File: config.mk
export PLATFORM = sky130hd
export DESIGN_NAME = inst_prefetch
export DESIGN_NICKNAME = d
export VERILOG_FILES = /design/src/rtl/inst_prefetch_pkg.sv /design/src/rtl/prefetch_slot_buf.sv /design/src/rtl/inst_prefetch.sv
export SDC_FILE = /design/constraint.sdc
export NUM_CORES = 1
export LEC_CHECK = 0
export CORE_AREA = 2 2 191 193
export CTS_BUF_LIST = sky130_fd_sc_hd__clkbuf_16
export DETAILED_ROUTE_END_ITERATION = 8
export DIE_AREA = 0 0 193 195
export REMOVE_ABC_BUFFERS = 1
export SETUP_SLACK_MARGIN = 0.05
export SLEW_MARGIN = 20
export SYNTH_ARGS = -nofsm -noshare
export SYNTH_HDL_FRONTEND = slang
export SYNTH_SLANG_ARGS = --single-unit
File: constraint.sdc
create_clock -name clk -period 7.4 [get_ports clk]
set_clock_uncertainty 0.15 [all_clocks]
set_input_delay 1.48 -clock clk [delete_from_list [all_inputs] [get_ports clk]]
set_output_delay 1.48 -clock clk [all_outputs]
set_load 0.1 [all_outputs]
File: src/rtl/inst_prefetch_pkg.sv
// Shared sizing defaults and helpers for the instruction prefetch stage.
package inst_prefetch_pkg;

  localparam int          DEPTH_DEF    = 4;
  localparam logic [31:0] RESET_PC_DEF = 32'h0000_0000;
  localparam logic [31:0] NOP_INST     = 32'h0000_0013;

  // One extra bit beyond the index distinguishes a full ring from an empty one.
  function automatic int ptr_w(input int depth);
    return $clog2(depth) + 1;
  endfunction

endpackage

File: src/rtl/prefetch_slot_buf.sv
// Purpose: ring of fetch slots (pc, inst, filled) with alloc/fill/read pointers.
// Latency: writes are registered; head fields reflect the slot at read combinationally.
// Backpressure: none internally; the caller's credit check keeps alloc from overrunning read.
module prefetch_slot_buf import inst_prefetch_pkg::*; #(
  parameter int DEPTH = DEPTH_DEF,
  parameter int PW    = ptr_w(DEPTH)
) (
  input  logic          clk,
  input  logic          rst,
  input  logic          alloc,
  input  logic [31:0]   alloc_pc,
  input  logic          fill,
  input  logic [31:0]   fill_inst,
  input  logic          pop,
  input  logic          flush,
  output logic [PW-1:0] used,
  output logic [PW-1:0] pending,
  output logic          head_filled,
  output logic [31:0]   head_pc,
  output logic [31:0]   head_inst
);

  logic [PW-1:0]    alloc_ptr, fill_ptr, read_ptr;
  logic [PW-2:0]    a_idx, f_idx, r_idx;
  logic [DEPTH-1:0] filled;
  logic [31:0]      pc_q   [DEPTH];
  logic [31:0]      inst_q [DEPTH];

  assign a_idx = alloc_ptr[PW-2:0];
  assign f_idx = fill_ptr[PW-2:0];
  assign r_idx = read_ptr[PW-2:0];

  assign used        = alloc_ptr - read_ptr;
  assign pending     = alloc_ptr - fill_ptr;
  assign head_filled = filled[r_idx];
  assign head_pc     = pc_q[r_idx];
  assign head_inst   = inst_q[r_idx];

  always_ff @(posedge clk) begin
    if (rst) begin
      alloc_ptr <= '0;
      fill_ptr  <= '0;
      read_ptr  <= '0;
      filled    <= '0;
      for (int i = 0; i < DEPTH; i++) begin
        pc_q[i]   <= '0;
        inst_q[i] <= NOP_INST;
      end
    end else if (flush) begin
      alloc_ptr <= read_ptr;
      fill_ptr  <= read_ptr;
      filled    <= '0;
    end else begin
      if (alloc) begin
        pc_q[a_idx]   <= alloc_pc;
        filled[a_idx] <= 1'b0;
        alloc_ptr     <= alloc_ptr + PW'(1);
      end
      if (fill) begin
        inst_q[f_idx] <= fill_inst;
        filled[f_idx] <= 1'b1;
        fill_ptr      <= fill_ptr + PW'(1);
      end
      if (pop) begin
        filled[r_idx] <= 1'b0;
        read_ptr      <= read_ptr + PW'(1);
      end
    end
  end

endmodule

File: src/rtl/inst_prefetch.sv
// Purpose: sequential instruction prefetch with redirect flush between imem and decode.
// Latency: response to out_valid is 1 cycle; first request in the cycle after reset or redirect.
// Backpressure: requests stall while buffered plus in-flight (including discards) reach DEPTH.
module inst_prefetch import inst_prefetch_pkg::*; #(
  parameter int          DEPTH    = DEPTH_DEF,
  parameter logic [31:0] RESET_PC = RESET_PC_DEF
) (
  input  logic        clk,
  input  logic        rst,
  output logic        imem_req_valid,
  input  logic        imem_req_ready,
  output logic [31:0] imem_req_addr,
  input  logic        imem_resp_valid,
  input  logic [31:0] imem_resp_data,
  output logic        out_valid,
  input  logic        out_ready,
  output logic [31:0] out_inst,
  output logic [31:0] out_pc,
  input  logic        redirect,
  input  logic [31:0] redirect_pc
);

  localparam int            PW      = ptr_w(DEPTH);
  localparam logic [PW:0]   DEPTH_W = (PW+1)'(DEPTH);

  logic [31:0]   fetch_pc;
  logic [PW-1:0] drop_cnt;
  logic [PW-1:0] used, pending;
  logic          head_filled;
  logic [31:0]   head_pc, head_inst;
  logic [PW:0]   credit_used, inflight;
  logic          req_fire, out_fire, resp_keep;

  assign credit_used    = {1'b0, used} + {1'b0, drop_cnt};
  assign imem_req_valid = !rst && (credit_used < DEPTH_W);
  assign imem_req_addr  = fetch_pc;
  assign req_fire       = imem_req_valid && imem_req_ready;

  assign out_valid = !rst && head_filled && (used != '0);
  assign out_pc    = rst ? '0 : head_pc;
  assign out_inst  = rst ? '0 : head_inst;
  assign out_fire  = out_valid && out_ready;

  assign resp_keep = imem_resp_valid && (drop_cnt == '0) && !redirect;

  // Everything accepted by memory but not yet answered, as it stands after this cycle.
  assign inflight = {1'b0, pending} + {1'b0, drop_cnt}
                  + (PW+1)'(req_fire) - (PW+1)'(imem_resp_valid);

  always_ff @(posedge clk) begin
    if (rst) begin
      fetch_pc <= RESET_PC;
      drop_cnt <= '0;
    end else if (redirect) begin
      fetch_pc <= redirect_pc & ~32'd3;
      drop_cnt <= inflight[PW-1:0];
    end else begin
      if (req_fire)
        fetch_pc <= fetch_pc + 32'd4;
      if (imem_resp_valid && (drop_cnt != '0))
        drop_cnt <= drop_cnt - PW'(1);
    end
  end

  prefetch_slot_buf #(.DEPTH(DEPTH), .PW(PW)) u_slots (
    .clk         (clk),
    .rst         (rst),
    .alloc       (req_fire && !redirect),
    .alloc_pc    (fetch_pc),
    .fill        (resp_keep),
    .fill_inst   (imem_resp_data),
    .pop         (out_fire && !redirect),
    .flush       (redirect),
    .used        (used),
    .pending     (pending),
    .head_filled (head_filled),
    .head_pc     (head_pc),
    .head_inst   (head_inst)
  );

  a_credit_bound: assert property (@(posedge clk) disable iff (rst)
    credit_used <= DEPTH_W);
  a_resp_has_owner: assert property (@(posedge clk) disable iff (rst)
    !(imem_resp_valid && (drop_cnt == '0) && (pending == '0)));

endmodule
# Yosys cells after proc, flatten, opt, wreduce, memory -nomap -nowiden
# Memory sizes are Yosys's and may differ from the RTL's. A register that Yosys moved wholly into a read port is not among the register bits.
# Cells that the tools add are included.
dict set report totals {
  regBits 48
  mem_bits_rw 256
  n_memories 2
  output_inout_bits 98
  word_cells 104
}
dict set report classes {
  bitwise_logic 6
  reduce_logical 26
  muxes 45
  order_cmp 7
  addsub 11
}
# memory depth word_bits rd rd_ports_with_merged_regs write_ports line
set memory_table {}
lappend memory_table {u_slots.inst_q 4 32 1 1 4 prefetch_slot_buf.sv:27} ;# logic [31:0] inst_q [DEPTH];
lappend memory_table {u_slots.pc_q 4 32 1 1 4 prefetch_slot_buf.sv:26} ;# logic [31:0] pc_q [DEPTH];
# op n
set ops {}
lappend ops {{$mux 32} 6}
lappend ops {{$reduce_or 32->1} 2}
lappend ops {{$add 32x3->32 const B} 1}
lappend ops {{$mux 4} 7}
lappend ops {{$mux 3} 6}
lappend ops {{$mux 1} 16}
lappend ops {{$logic_and 1x1->1} 13}
lappend ops {{$mux 2} 6}
lappend ops {{$add 3x1->3 const B} 3}
lappend ops {{$lt 2x3->1 const B} 3}
lappend ops {{$and 4x4->4} 2}
lappend ops {{$not 4->4} 2}
lappend ops {{$reduce_bool 2->1} 4}
lappend ops {{$demux 1 s2} 3}
lappend ops {{$ge 2x1->1 const B} 3}
lappend ops {{$reduce_bool 3->1} 2}
lappend ops {{$sub 3x3->3} 2}
lappend ops {{$add 3x3->4} 1}
lappend ops {{$lt 4x3->1 const B} 1}
lappend ops {{$or 4x4->4} 1}
lappend ops {{$add 3x1->3} 1}
lappend ops {{$add 3x3->3} 1}
lappend ops {{$logic_not 3->1} 1}
lappend ops {{$sub 3x1->3} 1}
lappend ops {{6 further kinds} 7}

# Depth between registers and ports, before layout
# Gate-level depths: netlist (run 1).
dict set report logic_depth {
  word_depth 15
  mapped_depth 19
}

# Modules after synthesis
# From an unflattened synthesis (run 1), not the netlist that was laid out.
dict set report hier_totals {
  hier_cells 1045
  area_unflattened_um2 14523.9
}
# module cells_per_inst n_inst seq_area_each_um2 area_per_inst_um2
set by_module_without_submodules {}
lappend by_module_without_submodules {prefetch_slot_buf 732 1 7987.7 12019.0}
lappend by_module_without_submodules {inst_prefetch 313 1 660.6 2504.9}

# Worst setup path before layout (run 1)
# Ideal clock, no wire load.
dict set report synth_timing {
  path_type {reg-to-reg}
  from {register u_slots.alloc_ptr[0]}
  to {memory u_slots.pc_q[3][10] (enable)}
  stages_incl_launch_ff 12
  slack_ns 0.453
  required_time_ns 6.787
  arrival_ns 6.334
  setup_time_ns 0.463
  cell_sequence {dfxtp_1 inv_1 ha_1 inv_1 fa_1 xnor3_1 ha_1 or4_4 nor2_1 nand3_1 buf_2 o31ai_1}
}
# item line
set synth_rtl {}
lappend synth_rtl {{from (decl)} prefetch_slot_buf.sv:23} ;# logic [PW-1:0] alloc_ptr, fill_ptr, read_ptr;
lappend synth_rtl {{from (signal assigned)} prefetch_slot_buf.sv:50} ;# alloc_ptr <= read_ptr;
lappend synth_rtl {{from (signal assigned)} prefetch_slot_buf.sv:57} ;# alloc_ptr <= alloc_ptr + PW'(1);
lappend synth_rtl {{to (decl)} prefetch_slot_buf.sv:26}

# Worst setup path in the final report (run 1)
dict set report layout_timing {
  from {register u_slots.alloc_ptr[0]}
  to {output port imem_req_valid}
}
dict set report layout_via {
  elab_chain_cells 4
}
# item line
set layout_lines {}
lappend layout_lines {{$sub 3x3->3} prefetch_slot_buf.sv:33} ;# assign used = alloc_ptr - read_ptr;
lappend layout_lines {{$add 3x3->4} inst_prefetch.sv:34} ;# assign credit_used = {1'b0, used} + {1'b0, drop_cnt};
lappend layout_lines {{$lt 4x3->1} inst_prefetch.sv:35} ;# assign imem_req_valid = !rst && (credit_used < DEPTH_W);
lappend layout_lines {{$logic_and 1x1->1} inst_prefetch.sv:35}
lappend layout_lines {{to (decl)} inst_prefetch.sv:10} ;# output logic imem_req_valid,
# Every way passes these cells.

==> results.md, run 1 <==
Power and ir drop:
- The total power divided by cell area is about 250 nW/µm².
- IR analysis of the VDD net gives a maximum drop of around 0.15 mV.
- For this design the static power due to leakage is between 0.006 and 0.007 µW.

Timing:
- Subtracting the final worst setup slack from the clock period gives 6.442 ns.
- Derived from the worst setup path, the maximum achievable clock frequency is between 150 and 200 MHz.
- The setup slack of the critical path after layout is 0.9582 ns.
- The ratio of final minimum period to clock period is roughly 87%.
- At the pin with the least slew margin, the transition time is approximately 1.1 ns.
- The tightest slew margin relative to the limit is between 20 and 30%.
- The count of final setup violators is 0.
- The number of hold violations in the final report came to 0.
- The max-slew violation count is 0.
- Setup repair after global routing left no endpoint under its margin.

Layout:
- The net count of the finished layout is 1288.
- The fraction of final layout cells sized beyond drive strength 1 is ~13%.
- In the layout the commonest cells are sky130_fd_sc_hd__and2_1 (284), sky130_fd_sc_hd__edfxtp_1 (248), sky130_fd_sc_hd__clkdlybuf4s50_1 (158).
- Counting the fill cells in the layout gives about 3200.
- The relative area change from synthesis to final layout is 22.08%.
- The antenna diode count is 0.
- The cell area after layout is 17230 µm².
- The leading cell type in the layout, fill and taps excluded is sky130_fd_sc_hd__and2_1.

Clock network:
- The CTS H-tree depth is 2.
- In this run the deepest clock path goes through 3 buffers.
- The count of hold-fix buffers inserted at cts is 0.
- The root buffer cell chosen for the clock tree is sky130_fd_sc_hd__clkbuf_16.
- The clock slew at the register clock pins of the worst setup and hold paths is approximately 0.060 ns.
- Post-CTS timing repair inserted 0 buffers for setup.
- TritonCTS built the clock tree.
- After clock tree synthesis, the repair step resized 0 gates.
- The number of clock sinks is approximately 300.
- The clock latency on the worst-skew pair is between 0.5 and 0.6 ns.
- TritonCTS created 34 clock buffers.

Synth:
- Synthesis inferred between 200 and 300 register bits.
- In the post-synthesis netlist, the biggest area contributors are sky130_fd_sc_hd__edfxtp_1 (53%), sky130_fd_sc_hd__and2_1 (13%), sky130_fd_sc_hd__mux4_2 (10%).
- The biggest area contributor in the post-synthesis netlist is sky130_fd_sc_hd__edfxtp_1.
- Sequential elements use about three fifths of the synthesized area.
- Counting flops with an async set or reset pin after synthesis yields a share of 0%.
- Synthesis produced about 1000 cells.
- Counting distinct cell types in the post-synthesis netlist gives just under 60.
- The Yosys warning count is 0.
- The mean instance size in the synthesized netlist is around 14 µm².
- The synthesized design devotes to its leading area cell type approximately 53% of total area.
- The mapped netlist covers around 14000 µm².
- The number of synthesized flops with an enable pin is around 250.
- The most used flip-flop cell after synthesis is sky130_fd_sc_hd__edfxtp_1.

Outcome:
- The flow ran to the end, and the final reports show no timing, DRC or antenna violations.

Place:
- The number of input and output port buffers inserted is around 160.
- Once placement finished, the instance area stood at between 15000 and 20000 µm².
- Prior to clock tree synthesis, the placed netlist has a worst setup slack of around 1.5 ns.
- At the end of routability-driven placement, the weighted congestion stood at approximately 0.78.
- The HPWL after detailed placement is 21050 µm.

GRT:
- The number of global-route vias before repair came to 8846.
- The number of antenna violations at the first check in global routing is 1.
- Across every metal layer, demand over resource in global routing totals 18.37%.
- The first global-routing pass estimated between 50000 and 60000 µm of wire.
- The pin count of the biggest net entering global routing is 47.
- The total overflow left after global routing is 0.

Setup path:
- The setup path with the least slack is of type flop to output pin.
- STA classifies the critical path endpoint as an output pin.
- Walking the worst path, the cells encountered are inv_1 > ha_1 > inv_1 > fa_1 > xnor3_1 > ha_1 > or4_4 > nor2_1 > clkdlybuf4s50_1.
- The critical path arrival is 4.81 ns.
- The worst endpoint required time is around 5.8 ns.
- The type of origin of the critical path is a flop.
- The critical path buffer and inverter count is 3.
- The highest net fanout along the worst path is 15.
- The critical path's top delay family is buffers and inverters.
- The highest-delay cell along the critical path is sky130_fd_sc_hd__clkdlybuf4s50_1.
- In this design, the stage delay of the slowest critical-path cell is roughly 1.2 ns.

Route:
- The number of routed nets with antenna violations is 0.
- The number of search-and-repair iterations in the first detailed-routing pass is 5.
- The count of routing violations after the opening detailed-route iteration is between 700 and 800.
- The average wire per standard cell is roughly 20 µm.
- The total wirelength of the detailed-routed design is 34490 µm.
- After detailed routing, the number of remaining DRC violations is 0.
- The number of vias per cell after detailed routing is between 5 and 6.
- The final route contains between 8000 and 9000 vias.
- In the detailed route, the total length drawn on met2 is about 16000 µm.
- Detailed routing placed a total of 1869 µm of wire on met3.
- For this block, wires on met1 add up to 15510 µm.
- The top layer used by detailed routing is met4.

Die:
- The floorplan step defined a die boundary enclosing approximately 38000 µm².
- For this configuration, the core starts out at a cell density of between 30% and 40%.
- The vertical die dimension is slightly below 200 µm.
- The area of the core is 35400 µm².
- The number of top-level pins is between 150 and 200.
- The die is 193 µm wide.
- The initialized floorplan defines between 60 and 70 standard-cell rows.

Job:
- The reported max-cap violation count is 0.

Worst hold path:
- The worst hold path belongs to the class flop to flop.
==> cell usage after synthesis, types with 11 or more instances <==
library cell	n
sky130_fd_sc_hd__nand2_1	41
sky130_fd_sc_hd__xnor2_1	13
sky130_fd_sc_hd__and2_1	284
sky130_fd_sc_hd__nand3_1	16
sky130_fd_sc_hd__a211oi_1	18
sky130_fd_sc_hd__xor2_1	16
sky130_fd_sc_hd__ha_1	18
sky130_fd_sc_hd__inv_1	21
sky130_fd_sc_hd__nor2_1	39
sky130_fd_sc_hd__nand4_1	13
sky130_fd_sc_hd__clkbuf_1	53
sky130_fd_sc_hd__o21ai_0	11
sky130_fd_sc_hd__edfxtp_1	248
sky130_fd_sc_hd__nor4_1	15
sky130_fd_sc_hd__dfxtp_1	48
sky130_fd_sc_hd__mux4_2	63
sky130_fd_sc_hd__a21oi_1	11
==> worst paths after layout <==
path	start	to	slack (ns)	cells after the start
max	u_slots.alloc_ptr[0]$_SDFFE_PP0P_	imem_req_valid	0.96	9
min	u_slots.filled[0]$_SDFF_PP0_	u_slots.filled[0]$_SDFF_PP0_	0.42	2
max reg2reg	u_slots.alloc_ptr[0]$_SDFFE_PP0P_	u_slots.pc_q[2][24]$_SDFFCE_PN0P_	1.60	12
min reg2reg	u_slots.filled[0]$_SDFF_PP0_	u_slots.filled[0]$_SDFF_PP0_	0.42	2
==> cell type report <==
class                           instances  area, µm²  share of cell area (%)
Timing Repair Buffer                  182       1772                   10.28
Multi-Input combinational cell        658       5369                   31.16
Tap cell                              461      576.8                   3.348
Clock buffer                           35      875.8                   5.084
Clock inverter                         26      138.9                  0.8062
Inverter                               22      82.58                  0.4793
Sequential cell                       296       8413                   48.83
==> power by group <==
group	internal, µW	switching, µW
logic	234	504
registers	1920	64.8
clock network	889	653
==> routing by layer <==
metal	up-vias	GRT usage, %
met4	0	4.377
met2	230	29.96
li1	4093	-
met1	4307	25.85
met5	-	0
met3	42	2.876
==> flip-flops by register name, summed over array words and instances, names as in the netlist, named ones only <==
signal,flops
drop_cnt,3
imem_req_addr,30
u_slots.alloc_ptr,3
u_slots.fill_ptr,3
u_slots.filled,4
u_slots.inst_q,128
u_slots.pc_q,120
u_slots.read_ptr,3
==> cell families (layout without fill, tap and decap cells) <==
| family | after synthesis | in the layout | synth area share (%) |
|---|---|---|---|
| simple gates | 465 | 465 | 19.61 |
| flops | 296 | 296 | 59.58 |
| buf+inv | 92 | 265 | 2.660 |
| compound gates | 68 | 68 | 3.378 |
| mux | 67 | 67 | 10.34 |
| xor+xnor | 30 | 30 | 1.959 |
| fa+ha+maj | 24 | 24 | 2.447 |
| other cells | 1 | 4 | 0.02657 |
==> metrics by stage <==
step | instances | setup TNS [ns] | hold slack [ns] | utilization [%] | power [µW]
CTS | 1679 | 0 | 0.4291 | 48.61 | 4296
finish | 1680 | 0 | 0.4248 | 48.67 | 4261
global route | 1680 | 0 | 0.4658 | 48.67 | 4410
floorplan | 976 | -10.26 | 0.3867 | - | 2516
detailed placement | 1618 | 0 | 0.4192 | 45.75 | 2756
global placement | 1618 | 0 | 0.4014 | 45.75 | 2749
==> worst register-to-register path: cells and delay by family, from the launching register on <==
kind	cells	cell delay, ns
AND/OR/NAND/NOR	5	2.61
flip-flops	1	0.81
buffers and inverters	3	0.80
adder cells (fa/ha/maj)	3	0.77
XOR/XNOR	1	0.27
No activity file was read; power rests on OpenSTA's default activity.
==> run 2, diff against run 1 <==
==> constraint.sdc (replaced) <==
create_clock -name clk -period 8.1 [get_ports clk]
set_clock_uncertainty 0.15 [all_clocks]
set_input_delay 1.62 -clock clk [delete_from_list [all_inputs] [get_ports clk]]
set_output_delay 1.62 -clock clk [all_outputs]
set_load 0.1 [all_outputs]
==> run 2 against run 1 <==
Setup slack better by 0.57 ns. Wire length up 0.65%. First-iteration DRC count down 13%. Sequential share of layout area up 0.071 points. Largest cell class unchanged. Count of clock-buffer cells in the layout unchanged. Worst hold slack better by 0.0090 ns. Sequential power down 9%. Highest routed layer unchanged. Combinational power down 8.1%. Non-clock buffer count down 3. Final area down 0.15%.
==> results.md, run 2 (synthesis gave the netlist of run 1 again) <==
Setup path:
- The critical path arrival is 4.81 ns (about the same).
- The type of the worst setup path is flop to output pin.
- The highest net fanout along the worst path is 15 (unchanged).
- The worst setup path is captured at an output pin.
- The worst register-to-register path begins at u_slots.alloc_ptr[0]$_SDFFE_PP0P_.
- Tracing the worst setup path back leads to its startpoint at u_slots.alloc_ptr[0]$_SDFFE_PP0P_.
- The worst endpoint required time came to 6.33 ns (+0.56 ns).
- STA classifies the critical path startpoint as a flop.

Timing:
- The max-slew violation count is 0 (unchanged).
- The maximum frequency from static timing analysis is approximately 150 MHz.
- The tightest slew margin relative to the limit is 26.81% (-1.9 points).
- The setup slack of the critical path after layout is 1.525 ns (+0.5668 ns).
- The measured slew at the worst slew-check pin is 1.094 ns (+0.02859 ns).
- The clock period could shrink to 6.575 ns.
- Setup repair after global routing left no endpoint under its margin.
- The total negative slack was 0 ns (unchanged).
- The number of hold violations in the final report is 0 (unchanged).
- The ratio of final minimum period to clock period is 81.17%.
- The count of final setup violators is 0 (unchanged).

Layout:
- The number of nets in the layout came to 1285 (-0.23%).
- The leading cell type in the layout, fill and taps excluded is sky130_fd_sc_hd__and2_1.
- The number of flip-flops under the largest register name is 128 (unchanged).
- The count of fill cells added during filler insertion was 3132 (-0.89%).
- The relative area change from synthesis to final layout is 21.90%.
- The cell area after layout is 17200 µm² (-0.15%).
- u_slots.inst_q holds more flip-flops than any other register.
- In the layout the commonest cells are sky130_fd_sc_hd__and2_1 (284), sky130_fd_sc_hd__edfxtp_1 (248), sky130_fd_sc_hd__clkdlybuf4s50_1 (160).
- The fraction of final layout cells sized beyond drive strength 1 is 12.47% (-0.25 points).
- The end-of-flow core utilization is 48.60% (-0.071 points).

Die:
- The die span in x is 193 µm (unchanged).
- The area of the core is 35400 µm² (unchanged).
- The initial standard-cell utilization of the core was 39.87% (unchanged).
- The cell row count is 69 (unchanged).
- The number of top-level pins was 168 (unchanged).
- The vertical die dimension is 195 µm (unchanged).
- The die area came to 37640 µm² (unchanged).

Worst hold path:
- The origin of the worst min-delay path is u_slots.filled[1]$_SDFF_PP0_.
- The kind of path behind the tightest hold check is flop to flop.

Clock network:
- The number of clock sinks was 296 (unchanged).
- The count of hold-fix buffers inserted at cts came to 0 (unchanged).
- The clock latency on the worst-skew pair is 0.52 ns (about the same).
- The post-CTS setup-driven buffer insertion count is 0 (unchanged).
- The clock root buffer master is sky130_fd_sc_hd__clkbuf_16.
- The clock slew at the register clock pins of the worst setup and hold paths was 0.06 ns (about the same).
- The CTS H-tree depth is 2 (unchanged).
- The number of CTS-inserted buffers is 34 (unchanged).
- The buffer levels on the longest clock path is 3 (unchanged).
- The number of instances resized during post-cts repair is 0 (unchanged).
- The clock tree from TritonCTS is done.

GRT:
- The met2 track demand over resource in global routing is 30.70% (+0.74 points).
- The aggregate global-route resource usage was 18.60% (+0.23 points).
- The global-route wire length before repair is 52940 µm (+1.4%).
- The pin count of the biggest net entering global routing is 50 (+6.4%).
- The number of antenna violations at the first check in global routing is 2 (+1).
- The number of global-route vias before repair is 8985 (+1.6%).
- The layer flagged by global routing as most heavily used is met2.
- The global-route track usage on met1 was 25.51% (-0.34 points).
- The met3 usage was 2.876% (unchanged).
- The leftover overflow at the end of global routing is 0 (unchanged).

Route:
- The number of routed nets with antenna violations is 0 (unchanged).
- The number of vias per cell after detailed routing is 5.197 (+0.68%).
- The average wire per standard cell is 20.74 µm (+1.0%).
- The number of remaining DRC errors is 0 (unchanged).
- The via total after detailed routing is 8700 (+0.32%).
- The total wirelength of the detailed-routed design is 34710 µm (+0.65%).
- The number of search-and-repair iterations in the first detailed-routing pass is 5 (unchanged).
- The count of routing violations after the opening detailed-route iteration is 623 (-13%).

Place:
- The half-perimeter wire length after placement is 20900 µm (-0.72%).
- The worst slack at placement is 1.737 ns (+0.2332 ns).
- The number of input and output port buffers inserted is 161 (unchanged).
- The placed instance area came to 16170 µm² (-0.15%).
- The routability congestion estimate is 0.7873 (+0.82%).

Job:
- The reported max-cap violation count came to 0 (unchanged).

Outcome:
- The run finished with clean final reports.

Power and ir drop:
- The peak supply drop is 0.1336 mV (-7.9%).
- The total chip power is 3865 µW (-9.3%).
- The total power divided by cell area is 224.7 nW/µm² (-9.2%).
- The standby leakage power came to 0.006062 µW (-0.71%).
[run 2: changes by cell type in the layout (fill, tap and decap cells not counted)]
cell	before	now
sky130_fd_sc_hd__clkinv_2	4	5
sky130_fd_sc_hd__diode_2	0	2
sky130_fd_sc_hd__buf_12	1	0
sky130_fd_sc_hd__buf_8	0	2
sky130_fd_sc_hd__nor4_2	1	0
sky130_fd_sc_hd__buf_4	22	16
sky130_fd_sc_hd__inv_1	32	28
sky130_fd_sc_hd__clkinv_1	8	6
sky130_fd_sc_hd__clkdlybuf4s50_1	158	160
sky130_fd_sc_hd__clkinv_8	0	2
sky130_fd_sc_hd__inv_6	1	0
sky130_fd_sc_hd__bufinv_16	1	0
sky130_fd_sc_hd__nor4_4	0	1
[run 2: critical path, cell delays in order (launching register included)]
cell	delay, ns
sky130_fd_sc_hd__dfxtp_1	0.81
sky130_fd_sc_hd__inv_1	0.39
sky130_fd_sc_hd__ha_1	0.30
sky130_fd_sc_hd__inv_1	0.06
sky130_fd_sc_hd__fa_1	0.17
sky130_fd_sc_hd__xnor3_1	0.27
sky130_fd_sc_hd__ha_1	0.32
sky130_fd_sc_hd__or4_4	0.57
sky130_fd_sc_hd__nor2_1	0.23
sky130_fd_sc_hd__clkdlybuf4s50_1	1.19
[run 2: through the flow]
step | hold slack (ns) | std cells
2_1_floorplan | 0.3867 | 976
3_3_place_gp | 0.3864 | 1614
3_5_place_dp | 0.4139 | 1614
4_1_cts | 0.4361 | 1670
5_1_grt | 0.4488 | 1672
6_report | 0.4339 | 1674
[run 2: per-layer routing]
layer	vias to the layer above	part of all wire, %	wire length (µm)
met3	49	4.8	1659
li1	4078	-	-
met1	4344	45	15610
met2	229	48	16710
met4	0	2.1	741
met5	-	0	0
[run 2: layout make-up]
class | instances | area [µm²] | share of cell area (%)
Clock buffer | 35 | 875.8 | 5.091
Tap cell | 461 | 576.8 | 3.353
Multi-Input combinational cell | 658 | 5378 | 31.26
Antenna cell | 2 | 5.005 | 0.02909
Timing Repair Buffer | 179 | 1757 | 10.21
Sequential cell | 296 | 8413 | 48.91
Clock inverter | 21 | 115.1 | 0.6691
Inverter | 22 | 82.58 | 0.4800
[run 2: worst paths after layout]
path         cells after the start  slack [ns]                               end
min reg2reg                      2        0.43      u_slots.filled[1]$_SDFF_PP0_
min                              2        0.43      u_slots.filled[1]$_SDFF_PP0_
max                              9        1.52                    imem_req_valid
max reg2reg                     12        2.13  u_slots.pc_q[2][2]$_SDFFCE_PN0P_
[run 2: power breakdown]
group | switching [µW] | leakage, µW | internal [µW] | total, µW
registers | 59.2 | 0.00292 | 1750 | 1810
clock network | 595 | 0.000519 | 781 | 1380
logic | 463 | 0.00262 | 215 | 678
total | 1120 | 0.00606 | 2750 | 3860
